<file path="src/rtl/tug_round_ctrl.sv">
// rtl/tug_round_ctrl.sv - tug-of-war round/match sequencer; optional FALSE_START_EN macro enables false-start forfeits
module tug_round_ctrl #(
    parameter int COUNT_TICKS = 3,
    parameter int SHOW_TICKS  = 4,
    parameter int WIN_ROUNDS  = 3
) (
    input  logic       clk,
    input  logic       rst,
    input  logic       slowen,
    input  logic       start,
    input  logic       pb_left,
    input  logic       pb_right,
    output logic [6:0] pos_leds,
    output logic       over,
    output logic       winright,
    output logic [1:0] score_l,
    output logic [1:0] score_r,
    output logic       match_done,
    output logic       busy
);

    typedef enum logic [2:0] {
        S_IDLE,
        S_CNTDN,
        S_PLAY,
        S_SHOW,
        S_DONE
    } state_t;

    localparam logic [3:0] CNT_LOAD  = 4'(COUNT_TICKS);
    localparam logic [3:0] SHOW_LOAD = 4'(SHOW_TICKS);
    localparam logic [1:0] WIN_SCORE = 2'(WIN_ROUNDS);
    localparam logic [2:0] POS_MID   = 3'd3;

    state_t     state_q, state_d;
    logic [2:0] pos_q, pos_d;
    logic [3:0] cnt_q, cnt_d;
    logic       over_d, winright_d;
    logic [1:0] score_l_d, score_r_d;
    logic       busy_d, match_done_d;
    logic       fs_forfeit, fs_reload;

`ifdef FALSE_START_EN
    assign fs_forfeit = pb_left ^ pb_right;
    assign fs_reload  = pb_left & pb_right;
`else
    assign fs_forfeit = 1'b0;
    assign fs_reload  = 1'b0;
`endif

    // Next-state logic: countdown, rope movement, win detection and score keeping
    always_comb begin
        state_d    = state_q;
        pos_d      = pos_q;
        cnt_d      = cnt_q;
        over_d     = over;
        winright_d = winright;
        score_l_d  = score_l;
        score_r_d  = score_r;
        case (state_q)
            S_IDLE: begin
                if (start) begin
                    state_d = S_CNTDN;
                    cnt_d   = CNT_LOAD;
                    pos_d   = POS_MID;
                end
            end
            S_CNTDN: begin
                if (fs_forfeit) begin
                    // a lone early press hands the round to the opponent
                    state_d    = S_SHOW;
                    over_d     = 1'b1;
                    winright_d = pb_left;
                    cnt_d      = SHOW_LOAD;
                    if (pb_left) score_r_d = score_r + 2'd1;
                    else         score_l_d = score_l + 2'd1;
                end else if (fs_reload) begin
                    cnt_d = CNT_LOAD;
                end else if (slowen) begin
                    if (cnt_q == 4'd1) state_d = S_PLAY;
                    cnt_d = cnt_q - 4'd1;
                end
            end
            S_PLAY: begin
                if (pb_left && !pb_right) begin
                    pos_d = pos_q + 3'd1;
                    if (pos_q == 3'd5) begin
                        state_d    = S_SHOW;
                        over_d     = 1'b1;
                        winright_d = 1'b0;
                        score_l_d  = score_l + 2'd1;
                        cnt_d      = SHOW_LOAD;
                    end
                end else if (pb_right && !pb_left) begin
                    pos_d = pos_q - 3'd1;
                    if (pos_q == 3'd1) begin
                        state_d    = S_SHOW;
                        over_d     = 1'b1;
                        winright_d = 1'b1;
                        score_r_d  = score_r + 2'd1;
                        cnt_d      = SHOW_LOAD;
                    end
                end
            end
            S_SHOW: begin
                if (slowen) begin
                    if (cnt_q == 4'd1) begin
                        over_d = 1'b0;
                        pos_d  = POS_MID;
                        if ((winright ? score_r : score_l) == WIN_SCORE) begin
                            state_d = S_DONE;
                        end else begin
                            state_d = S_CNTDN;
                            cnt_d   = CNT_LOAD;
                        end
                    end else begin
                        cnt_d = cnt_q - 4'd1;
                    end
                end
            end
            S_DONE: begin
                if (start) begin
                    score_l_d = 2'd0;
                    score_r_d = 2'd0;
                    state_d   = S_CNTDN;
                    cnt_d     = CNT_LOAD;
                end
            end
            default: state_d = S_IDLE;
        endcase
        busy_d       = (state_d == S_CNTDN) || (state_d == S_PLAY) || (state_d == S_SHOW);
        match_done_d = (state_d == S_DONE);
    end

    // State and registered outputs
    always_ff @(posedge clk or posedge rst) begin
        if (rst) begin
            state_q    <= S_IDLE;
            pos_q      <= POS_MID;
            cnt_q      <= 4'd0;
            pos_leds   <= 7'b0001000;
            over       <= 1'b0;
            winright   <= 1'b0;
            score_l    <= 2'd0;
            score_r    <= 2'd0;
            match_done <= 1'b0;
            busy       <= 1'b0;
        end else begin
            state_q    <= state_d;
            pos_q      <= pos_d;
            cnt_q      <= cnt_d;
            pos_leds   <= 7'b0000001 << pos_d;
            over       <= over_d;
            winright   <= winright_d;
            score_l    <= score_l_d;
            score_r    <= score_r_d;
            match_done <= match_done_d;
            busy       <= busy_d;
        end
    end

endmodule
</file>
<file path="config.mk">
export PLATFORM = sky130hd
export DESIGN_NAME = tug_round_ctrl
export DESIGN_NICKNAME = d
export VERILOG_FILES = /design/src/rtl/tug_round_ctrl.sv
export SDC_FILE = /design/constraint.sdc
export NUM_CORES = 1
export LEC_CHECK = 0
export CAP_MARGIN = 5
export CELL_PAD_IN_SITES_DETAIL_PLACEMENT = 1
export CELL_PAD_IN_SITES_GLOBAL_PLACEMENT = 2
export CORE_MARGIN = 4
export CORE_UTILIZATION = 36
export CTS_CLUSTER_DIAMETER = 200
export DETAILED_ROUTE_END_ITERATION = 6
export GPL_ROUTABILITY_DRIVEN = 0
export PLACE_DENSITY_LB_ADDON = 0.1
export SYNTH_ARGS = -nofsm -noshare
export SYNTH_HDL_FRONTEND = slang
export SYNTH_SLANG_ARGS = --single-unit
export TNS_END_PERCENT = 10
</file>
<file path="constraint.sdc">
create_clock -name clk -period 3.85 [get_ports clk]
set_clock_uncertainty 0.15 [all_clocks]
set_input_delay 0.9625 -clock clk [delete_from_list [all_inputs] [get_ports clk]]
set_output_delay 0.9625 -clock clk [all_outputs]
set_load 0.01 [all_outputs]
</file>
# == Word level (Yosys, flattened, before mapping) ==
# Index checks and enable logic that the tools add are counted.
# totals
romBits,0
reg_bits,25
ram_bits,0
inputBits,6
memories,0
latchBits,0
# op_classes
n_mux,45
bitwise_logic,0
mul,0
magnitude_cmp,0
n_shift,1
div_mod_pow,0
n_eq_ne,27
n_reduce_logical,18
add_sub_neg,5
# ops
operator,n
2-to-1 mux 3 bit,15
2-to-1 mux 4 bit,9
"!= test 2 bit, second input constant",9
one-hot mux 4 bit (4 select lines),1
2-to-1 mux 2 bit,7
"equality test 3 x 2 -> 1 bit, second input constant",4
"!= test 3 bit, second input constant",4
one-hot mux 3 bit (4 select lines),1
"equality test 3 x 1 -> 1 bit, second input constant",3
"equality test 3 bit, second input constant",3
one-hot mux 3 bit (3 select lines),1
2-to-1 mux 1 bit,8
one-hot mux 2 bit (2 select lines),2
AND reduction 4 bit,2
AND reduction 8 bit,1
nonzero test 2 bit,4
"left shift 1 x 3 -> 7 bit, first input constant",1
AND reduction 6 bit,1
AND reduction 5 bit,1
"adder 2 x 1 -> 2 bit, second input constant",2
"equality test 4 x 1 -> 1 bit, second input constant",1
"!= test 2 x 1 -> 1 bit, second input constant",2
nonzero test 4 bit,1
"subtractor 4 x 1 -> 4 bit, second input constant",1
other kinds (9),12

# == Longest topological paths before layout ==
# Gate-level depths: netlist (run 1).
# logic_depth
depth_word,9
depth_mapped,9
ltp_nobuf,8

# == Worst setup path after synthesis (run 1) ==
# No wires, ideal clock.
# synth_path
kind,input port to flip-flop
from,input pb_right
to,register score_r[1]
path_buffers,1
required_ps,3582
arrival_ps,2262
path_stages,8
setup_ps,118
path_slack_ps,1320
path_cell_list,inv_1 -> ha_1 -> buf_2 -> or3b_1 -> and4bb_1 -> a21oi_1 -> nor2_1 -> nor2_1
# synth_via
elab_chain_cells,4
word_cells_on_any_way,6
# synth_rtl
item,line_no,text
from (decl),12,"input logic pb_right,"
zero test 1 bit,85,if (pb_left && !pb_right) begin
logical AND 1 bit,85,
!= test 2 bit (no line),-,
AND reduction 5 bit (no line) (*),-,
to (signal assigned),156,score_r <= score_r_d;
to (decl),17,"output logic [1:0] score_r,"
# Every way passes the cells marked *; elsewhere a longest branch is shown, timed or not.
# A chain may end at the register's enable or synchronous reset.

# == Final worst setup path (run 1) ==
# layout_path
from,input pb_right
to,register cnt_q[3]
# layout_via
elab_chain_cells,4
word_cells_on_any_way,9
# layout_rtl
item,line_no,text
zero test 1 bit,85,
logical AND 1 bit,85,
!= test 3 bit (no line) / 2-to-1 mux 4 bit (equally long branches),-,
AND reduction 8 bit (no line) / one-hot mux 4 bit (4 select lines) (equally long branches),-,
to (signal assigned),151,cnt_q <= cnt_d;
to (decl),37,"logic [3:0] cnt_q, cnt_d;"
# Several ways; a longest one is shown, not always the timed one.

==> results of run 1 <==
==> metrics by stage <==
step / worst slack, ps / hold WS (ps) / cell area [sq um] / instances / utilization [%]
global route: 819 / 435 / 1760 / 224 / 44.0
CTS: 934 / 414 / 1760 / 224 / 44.0
finish: 932 / 407 / 1760 / 224 / 44.0
floorplan: 1320 / 349 / 1500 / 156 / -
global placement: 718 / 371 / 1710 / 220 / 42.8
detailed placement: 643 / 392 / 1710 / 220 / 42.8
==> kinds of logic (layout without fill, tap and decap cells) <==
| family | Yosys count | in the layout |
|---|---|---|
| simple gates | 57 | 57 |
| mux | 2 | 2 |
| compound gates | 46 | 46 |
| buf+inv | 16 | 34 |
| xor+xnor | 3 | 3 |
| fa+ha+maj | 7 | 7 |
| flops | 25 | 25 |
==> per-layer routing <==
layer	GRT usage, %	up-vias	routed length, um
li1	-	591	-
met1	21.1	614	1740
met2	22.0	18	1650
met3	2.08	9	71
met4	6.15	0	91
met5	0	-	0
==> worst max path at each step <==
stage / from / end / cells past startpoint
3_5_place_dp: pb_right / cnt_q[3]$_DFFE_PP0P_ / 8
6_report: pb_right / cnt_q[3]$_DFFE_PP0P_ / 8
4_1_cts: pb_right / cnt_q[3]$_DFFE_PP0P_ / 8
2_1_floorplan: pb_right / score_r[1]$_DFFE_PP0P_ / 8
3_3_place_gp: pb_right / cnt_q[3]$_DFFE_PP0P_ / 8
5_1_grt: pb_right / cnt_q[3]$_DFFE_PP0P_ / 8
==> state kept, by name, summed over array words and instances (netlist names) <==
signal and count:
state_q 3, pos_q 3, over 1, pos_leds 7, score_r 2, score_l 2
match_done 1, cnt_q 4, winright 1, busy 1
==> Yosys cell counts, types with 2 or more instances <==
cell type	instances	area [sq um]
a21oi_1	11	55.1
a31oi_1	3	18.8
buf_2	3	15.0
buf_6	2	22.5
dfrtp_1	22	551
dfstp_2	3	78.8
ha_1	7	87.6
inv_1	9	33.8
mux2i_1	2	20.0
nand2_1	14	52.6
nand2b_1	3	18.8
nand3_1	2	10.0
nor2_1	13	48.8
nor3_1	3	15.0
nor3b_1	9	67.6
o21ai_0	11	55.1
o22ai_1	2	12.5
o31ai_1	6	45.0
o32ai_1	2	17.5
xor2_1	2	17.5
==> cells in the final DEF, fill, tap and decap left out, drive strengths merged, types with 2 or more instances in the layout <==
cell type / n
nor3b: 11
nor2: 13
o22ai: 3
a21oi: 11
inv: 10
ha: 7
clkbuf: 3
clkdlybuf4s50: 20
dfrtp: 22
o32ai: 2
nor3: 3
nand3: 2
nand2b: 3
dfstp: 3
nand2: 14
o21ai: 12
mux2i: 2
o31ai: 7
a31oi: 4
xor2: 2
==> power by group <==
| part | internal, mW | switching, mW |
|---|---|---|
| Sequential | 0.371 | 0.134 |
| Combinational | 0.307 | 0.344 |
| Clock | 0.0726 | 0.0857 |
==> final cells by class <==
type | count | share of cell area (%)
multi-input cells | 115 | 44.5
flip-flops and latches | 25 | 35.8
well taps | 50 | 3.56
repair buffers | 20 | 11.4
clock buffers | 3 | 2.35
inverters | 10 | 2.13
clock inverters | 1 | 0.284
==> results by group, run 1 <==
Critical path
  – R2R Setup Slk: 1620 ps
  – Worst Path Buf+Inv: 2
  – CP max-delay cell: clkdlybuf4s50_1
  – Crit path cell chain: clkdlybuf4s50_1 > inv_1 > ha_1 > xor2_1 > nor3b_2 > o22ai_2 > or2_4 > o31ai_2
  – Crit path DAT: 2960 ps
  – Worst EP required: 3890 ps
  – R2r startpoint: state_q[1]$_DFF_PP0_
  – Critical Path Max Stage Delay: 480 ps
  – CP Max Fanout: 11
  – R2R depth: 5
  – Kind of critical path: in2reg
  – Worst path top cell family by delay: simple AND/OR/NAND/NOR gates
  – CP Launch Type: input pin
  – Worst r2r dst: pos_leds[1]$_DFF_PP0_
  – Worst Setup End Kind: flop

Layout
  – Area growth syn-to-layout: 17.7%
  – Register area: 629 sq um
  – Filler cells: between 400 and 500
  – Layout Nets: 188
  – Share of layout cells above drive strength 1: 10.3%
  – Ant diodes: 0
  – Multi-input gate area: around 780 sq um

STA
  – Slew Limit Fails: 0
  – Least-Margin Pin Slew: around 980 ps
  – Final setup fails: 0
  – Fin. Hold Viols: 0
  – F_max: approximately 340 MHz
  – Crit share post-route: 75.8%
  – RSZ-0062 raised after global routing: no
  – Minimum clock period: 2920 ps
  – Setup_tns: 0 ps
  – Worst rel slew slack: 34.9%

Clocking
  – Worst-skew pair later-pin latency: roughly 270 ps
  – Maximum clock path buffer count: 2
  – Clk sinks: 25
  – Root buf cell: clkbuf_8
  – Hold-fix buffer count after cts: 0
  – # resized after CTS: 0
  – Setup Fix Bufs, Post-CTS: 0
  – Num CTS Buffers: 3
  – Clk slew on worst S/H paths: 90 ps
  – # H-tree levels: 1
  – TritonCTS clock tree: built

Synthesis
  – Syn Area/Cell: 9.58 sq um
  – Async S/R FF share, synth: 100%
  – Primary flip-flop cell chosen by synthesis mapping: dfrtp_1
  – YS warnings: 0
  – Mux share of post-synthesis cell area: 1.34%
  – Yosys reg bits: 25
  – Sequential share of the synthesized area: a little over two fifths
  – Post-Synth XOR/XNOR Area: 1.76%
  – Yosys cell types: 47
  – EDFF count, synth: 0
  – Cells after Synth: 156
  – Synthesized net count: 169
  – Syn Std Cell Area: 0.00150 sq mm
  – Synth Area in Simple Gates: 22.6%
  – Post-Synth Adder-Cell Area: 5.86%
  – Largest family of logic cells by synthesized area: simple AND/OR/NAND/NOR gates
  – Synth Area in Compound Gates: 20.8%

Placed design
  – Port Buf Inserts: 20
  – DPL Wire Length: approximately 2.6 mm

Min path
  – HP Class: reg2reg
  – Worst hold stages: 1
  – Hold Crit Endpoint: winright$_DFFE_PP0P_
  – Hold Crit Start: winright$_DFFE_PP0P_

Die
  – Die Ht: 72.4 um
  – Initial Util: a little under two fifths
  – CORE AREA: 0.00400 sq mm
  – Die width: 72.4 um
  – DIE AREA: between 0.005 and 0.006 sq mm
  – Row cnt: 23
  – Top Ports: 21

Global routing
  – Global-route wire length before repair: ~6 mm
  – GR Overflow Total: 0
  – Largest net degree at the start of global routing: 26
  – Vias in the first global route: roughly 1.2k
  – Antenna violations before repair: 0
  – GR Util All Layers: 14.7%

Power
  – Power density over the cells: 747 mW/mm^2
  – Leak: 0.733 nW
  – VDD IR-drop max: ~310 uV
  – Total design power: around 1.3 mW

Run
  – Maxcap violations: 0

Routing
  – Initial drt markers: 95
  – Drt drc: 0
  – DR vias: 1232
  – Vias per Instance: 5.50
  – Post-Route WL: approximately 3.6 mm
  – Avg WL per Cell: 15.9 um
  – Antenna-violating nets left: 0
  – DRT Pass-1 Iters: 4

Run status
  – Status: completed
(Power assumes the default switching activity.)
==> inputs of run 2 (changes only) <==
- CORE_UTILIZATION: 36 -> 34
- clock period: 3.85 -> 2.8 ns (I/O delays scaled with it)
==> results by group, run 2 (synthesis gave the netlist of run 1 again) <==
Die
  – Row cnt: 23 (unchanged)
  – DIE AREA: 0.00552 sq mm (was 0.00525 sq mm)
  – Die Ht: 74.3 um (was 72.4 um)
  – CORE AREA: 0.00412 sq mm (was 0.00400 sq mm)
  – Initial Util: 36.3% (was 37.4%)
  – Die width: 74.3 um (was 72.4 um)
  – Top Ports: 21 (unchanged)

Layout
  – Share of layout cells above drive strength 1: 12.8% (was 10.3%)
  – Max reg flops: 7 (unchanged)
  – Filler cells: 475 (was 451)
  – Most common cell after layout, fill and taps aside: dfrtp_1 (unchanged)
  – Layout Nets: 193 (was 188)
  – Area growth syn-to-layout: 20.2% (was 17.7%)
  – Largest regs: pos_leds: 7 flops, cnt_q: 4 flops (unchanged)
  – Top reg by flops: pos_leds (unchanged)
  – Most frequent cells in the layout: dfrtp_1 (22), clkdlybuf4s50_1 (20), nand2_1 (14) (unchanged)
  – Ant diodes: 0 (unchanged)
  – Utilization after layout: 43.7% (was 44.0%)

Critical path
  – Crit path cell chain: clkdlybuf4s50_1 > inv_1 > ha_1 > xor2_1 > nor3b_2 > o22ai_2 > or2_4 > o31ai_2 (unchanged)
  – Crit path DAT: 2540 ps (was 2960 ps)
  – CP Launch Type: input pin (unchanged)
  – CP Max Fanout: 5 (was 11)
  – CP Launch Point: pb_right (unchanged)
  – Worst path top cell family by delay: simple AND/OR/NAND/NOR gates (unchanged)
  – Kind of critical path: in2reg (unchanged)
  – Worst Path Buf+Inv: 2 (unchanged)
  – R2r startpoint: cnt_q[1]$_DFFE_PP0P_ (was state_q[1]$_DFF_PP0_)
  – Crit path capture: cnt_q[3]$_DFFE_PP0P_ (unchanged)
  – CP max-delay cell: clkdlybuf4s50_1 (unchanged)
  – Worst Setup End Kind: flop (unchanged)
  – Worst r2r dst: pos_leds[1]$_DFF_PP0_ (unchanged)
  – Crit path depth: 8 (unchanged)
  – Worst EP required: 2840 ps (was 3890 ps)
  – R2R depth: 7 (was 5)
  – R2R Setup Slk: 570 ps (was 1620 ps)
  – Critical Path Max Stage Delay: 480 ps (about the same)

Global routing
  – GR Util All Layers: 14.4% (was 14.7%)
  – Antenna violations before repair: 0 (unchanged)
  – Largest net degree at the start of global routing: 26 (unchanged)
  – Vias in the first global route: 1201 (was 1195)
  – GR Overflow Total: 0 (unchanged)
  – Global-route wire length before repair: 6.11 mm (was 5.96 mm)

STA
  – F_max: 399 MHz
  – Minimum clock period: 2510 ps
  – Least-Margin Pin Slew: 589 ps (was 976 ps)
  – Crit share post-route: 89.5%
  – RSZ-0062 raised after global routing: no (unchanged)
  – Final setup fails: 0 (unchanged)
  – Worst rel slew slack: 60.7% (was 34.9%)
  – Fin. Hold Viols: 0 (unchanged)
  – Hold slack: 414 ps (was 407 ps)
  – Slew Limit Fails: 0 (unchanged)

Clocking
  – Root buf cell: clkbuf_8 (unchanged)
  – Num CTS Buffers: 3 (unchanged)
  – Setup Fix Bufs, Post-CTS: 0 (unchanged)
  – Clk slew on worst S/H paths: 90 ps (about the same)
  – # resized after CTS: 0 (unchanged)
  – # H-tree levels: 1 (unchanged)
  – Clk sinks: 25 (unchanged)
  – Worst-skew pair later-pin latency: 280 ps (was 270 ps)
  – Maximum clock path buffer count: 2 (unchanged)
  – Hold-fix buffer count after cts: 0 (unchanged)
  – TritonCTS clock tree: built (unchanged)

Routing
  – Antenna-violating nets left: 0 (unchanged)
  – Post-Route WL: 3.60 mm (was 3.55 mm)
  – DR vias: 1212 (was 1232)
  – Drt drc: 0 (unchanged)
  – DRT Pass-1 Iters: 4 (unchanged)
  – Vias per Instance: 5.29 (was 5.50)
  – Initial drt markers: 88 (was 95)
  – Avg WL per Cell: 15.7 um (was 15.9 um)

Power
  – Power density over the cells: 1010 mW/mm^2 (was 747 mW/mm^2)
  – Leak: 0.758 nW (was 0.733 nW)
  – Total design power: 1.82 mW (was 1.31 mW)
  – VDD IR-drop max: 397 uV (was 314 uV)

Run
  – Maxcap violations: 0 (unchanged)

Min path
  – HP Class: reg2reg (unchanged)
  – Worst hold stages: 1 (unchanged)

Placed design
  – DPL Wire Length: 2.74 mm (was 2.64 mm)
  – Port Buf Inserts: 20 (unchanged)

Run status
  – Status: completed (unchanged)
run 2: changes by cell type in the layout (fill, tap and decap cells not counted), sizes merged:
cell,change
buf,+5
run 2: how the worst min path moves through the flow:
stage / startpoint / end / slack, ps
2_1_floorplan: cnt_q[1]$_DFFE_PP0P_ / cnt_q[1]$_DFFE_PP0P_ / 350
6_report: score_l[0]$_DFFE_PP0P_ / score_l[0]$_DFFE_PP0P_ / 410
4_1_cts: cnt_q[0]$_DFFE_PP0P_ / cnt_q[0]$_DFFE_PP0P_ / 420
3_3_place_gp: over$_DFFE_PP0P_ / over$_DFFE_PP0P_ / 370
3_5_place_dp: over$_DFFE_PP0P_ / over$_DFFE_PP0P_ / 400
5_1_grt: cnt_q[0]$_DFFE_PP0P_ / cnt_q[0]$_DFFE_PP0P_ / 440
run 2: power by group:
part / internal [mW] / switching [mW]
sequential: 0.511 / 0.188
combinational: 0.433 / 0.468
clock: 0.0999 / 0.122
total: 1.04 / 0.777
run 2: final cells by class:
cell class | instances | area (sq um) | area share [%]
Tap cell | 50 | 62.6 | 3.48
Multi-Input combinational cell | 115 | 783 | 43.6
Sequential cell | 25 | 629 | 35.0
Clock buffer | 3 | 41.3 | 2.30
Inverter | 10 | 37.5 | 2.09
Timing Repair Buffer | 25 | 238 | 13.2
Clock inverter | 1 | 5.00 | 0.279
run 2: layer usage:
metal / vias to the layer above / track usage [%] / part of all wire [%]
met4: 0 / 2.96 / 0.39
met1: 582 / 20.0 / 49
li1: 610 / - / -
met2: 18 / 23.2 / 47
met5: - / 0 / 0
met3: 2 / 3.24 / 3.4
run 2: per-stage QoR:
| step | std cells | cell area (sq um) | TNS [ps] | worst slack [ps] |
|---|---|---|---|---|
| 2_1_floorplan | 156 | 1500 | 0 | 533 |
| 3_3_place_gp | 225 | 1750 | 0 | 45.6 |
| 3_5_place_dp | 225 | 1750 | -14.1 | -14.1 |
| 4_1_cts | 229 | 1800 | 0 | 281 |
| 5_1_grt | 229 | 1800 | 0 | 180 |
| 6_report | 229 | 1800 | 0 | 295 |
==> inputs of run 3 (changes only) <==
- CTS_CLUSTER_SIZE: default -> 24
- MAX_ROUTING_LAYER: default -> met4
==> results by group, run 3 (synthesis gave the netlist of run 1 again) <==
Run status
  – Status: completed (unchanged)

Clocking
  – Root buf cell: clkbuf_8 (unchanged)
  – Hold-fix buffer count after cts: 0 (unchanged)
  – Clk sinks: 25 (unchanged)
  – Setup Fix Bufs, Post-CTS: 0 (unchanged)
  – Maximum clock path buffer count: 2 (unchanged)
  – Num CTS Buffers: 3 (unchanged)
  – # resized after CTS: 0 (unchanged)
  – # H-tree levels: 1 (unchanged)
  – TritonCTS clock tree: built (unchanged)
  – Clk slew on worst S/H paths: 90 ps (about the same)
  – Worst-skew pair later-pin latency: 270 ps (was 280 ps)

Layout
  – Share of layout cells above drive strength 1: 12.8% (unchanged)
  – Register area: 629 sq um (unchanged)
  – Top reg by flops: pos_leds (unchanged)
  – Area growth syn-to-layout: 20.2% (unchanged)
  – Ant diodes: 0 (unchanged)
  – Multi-input gate area: 783 sq um (unchanged)
  – Filler cells: 475 (unchanged)
  – Most common cell after layout, fill and taps aside: dfrtp_1 (unchanged)
  – Final cell count without fillers: 229 (unchanged)
  – Max reg flops: 7 (unchanged)
  – Utilization after layout: 43.7% (unchanged)
  – Layout Nets: 193 (unchanged)
  – Largest regs: pos_leds: 7 flops, cnt_q: 4 flops (unchanged)
  – Most frequent cells in the layout: dfrtp_1 (22), clkdlybuf4s50_1 (20), nand2_1 (14) (unchanged)

Min path
  – Worst hold stages: 1 (unchanged)
  – HP Class: reg2reg (unchanged)
  – Hold Crit Endpoint: score_l[0]$_DFFE_PP0P_ (unchanged)
  – Hold Crit Start: score_l[0]$_DFFE_PP0P_ (unchanged)

Global routing
  – GR Overflow Total: 0 (unchanged)
  – Global-route wire length before repair: 6.09 mm (was 6.11 mm)
  – Antenna violations before repair: 0 (unchanged)
  – Largest net degree at the start of global routing: 26 (unchanged)
  – GR Util All Layers: 14.9% (was 14.4%)
  – Vias in the first global route: 1204 (was 1201)

Placed design
  – Placed cells: 225 (unchanged)
  – Port Buf Inserts: 20 (unchanged)
  – DPL Wire Length: 2.74 mm (unchanged)

Power
  – Total design power: 1.82 mW (about the same)
  – Leak: 0.758 nW (unchanged)
  – Power density over the cells: 1010 mW/mm^2 (about the same)
  – VDD IR-drop max: 397 uV (about the same)

STA
  – F_max: 400 MHz (was 399 MHz)
  – RSZ-0062 raised after global routing: no (unchanged)
  – Slew Limit Fails: 0 (unchanged)
  – Final setup fails: 0 (unchanged)
  – Least-Margin Pin Slew: 587 ps (was 589 ps)
  – Crit share post-route: 89.3% (was 89.5%)
  – Fin. Hold Viols: 0 (unchanged)
  – Minimum clock period: 2500 ps (was 2510 ps)
  – Worst rel slew slack: 60.9% (was 60.7%)

Critical path
  – R2R depth: 7 (unchanged)
  – Crit path DAT: 2540 ps (about the same)
  – Worst r2r dst: pos_leds[1]$_DFF_PP0_ (unchanged)
  – Kind of critical path: in2reg (unchanged)
  – Worst Setup End Kind: flop (unchanged)
  – R2r startpoint: cnt_q[1]$_DFFE_PP0P_ (unchanged)
  – R2R Setup Slk: 560 ps (was 570 ps)
  – Worst EP required: 2840 ps (about the same)
  – CP Launch Type: input pin (unchanged)
  – CP Max Fanout: 5 (unchanged)

Die
  – Top Ports: 21 (unchanged)
  – DIE AREA: 0.00552 sq mm (unchanged)
  – Initial Util: 36.3% (unchanged)
  – Die width: 74.3 um (unchanged)
  – Die Ht: 74.3 um (unchanged)
  – Row cnt: 23 (unchanged)
  – CORE AREA: 0.00412 sq mm (unchanged)

Routing
  – Vias per Instance: 5.31 (was 5.29)
  – Antenna-violating nets left: 0 (unchanged)
  – DR vias: 1217 (was 1212)
  – Initial drt markers: 88 (unchanged)
  – Post-Route WL: 3.61 mm (was 3.60 mm)
  – Drt drc: 0 (unchanged)
  – DRT Pass-1 Iters: 4 (unchanged)
  – Avg WL per Cell: 15.7 um (about the same)

Run
  – Maxcap violations: 0 (unchanged)
-- run 3: metrics by stage --
stage	TNS, ps	hold slack, ps	setup WS [ps]	area, sq um
CTS	0	419	281	1800
global route	0	442	180	1800
floorplan	0	349	533	1500
detailed placement	-14.1	400	-14.1	1750
finish	0	413	301	1800
global placement	0	366	45.6	1750
-- run 3: metal layers --
| metal | part of all wire [%] | wire, um | track usage, % | vias up |
|---|---|---|---|---|
| met4 | 0.64 | 23 | 2.96 | 0 |
| li1 | - | - | - | 610 |
| met2 | 47 | 1680 | 23.1 | 16 |
| met5 | 0 | 0 | - | - |
| met1 | 49 | 1780 | 20.1 | 587 |
| met3 | 3.2 | 117 | 3.11 | 4 |
-- run 3: worst max-delay path by stage --
stage	from	slack (ps)	end	cells past startpoint
2_1_floorplan	pb_right	530	score_r[1]$_DFFE_PP0P_	8
3_3_place_gp	pb_right	50	cnt_q[3]$_DFFE_PP0P_	8
3_5_place_dp	pb_right	-10	cnt_q[3]$_DFFE_PP0P_	8
4_1_cts	pb_right	280	cnt_q[3]$_DFFE_PP0P_	8
5_1_grt	pb_right	180	pos_leds[2]$_DFF_PP0_	9
6_report	pb_right	300	cnt_q[3]$_DFFE_PP0P_	8
-- run 3: area by class of cell --
class	count	area share, %
Sequential cell	25	35.0
Clock inverter	1	0.279
Clock buffer	3	2.30
Tap cell	50	3.48
Inverter	10	2.09
Timing Repair Buffer	25	13.2
Multi-Input combinational cell	115	43.6
-- run 3: critical path, stage by stage --
cell,delay [ps]
clkdlybuf4s50_1,480
inv_1,40
ha_1,220
xor2_1,180
nor3b_2,240
o22ai_2,160
or2_4,290
o31ai_2,230
-- run 3: power breakdown --
| part | switching [mW] | total, mW | internal, mW |
|---|---|---|---|
| registers | 0.187 | 0.698 | 0.511 |
| clock network | 0.122 | 0.222 | 0.0999 |
| logic | 0.467 | 0.900 | 0.433 |
| total | 0.776 | 1.82 | 1.04 |
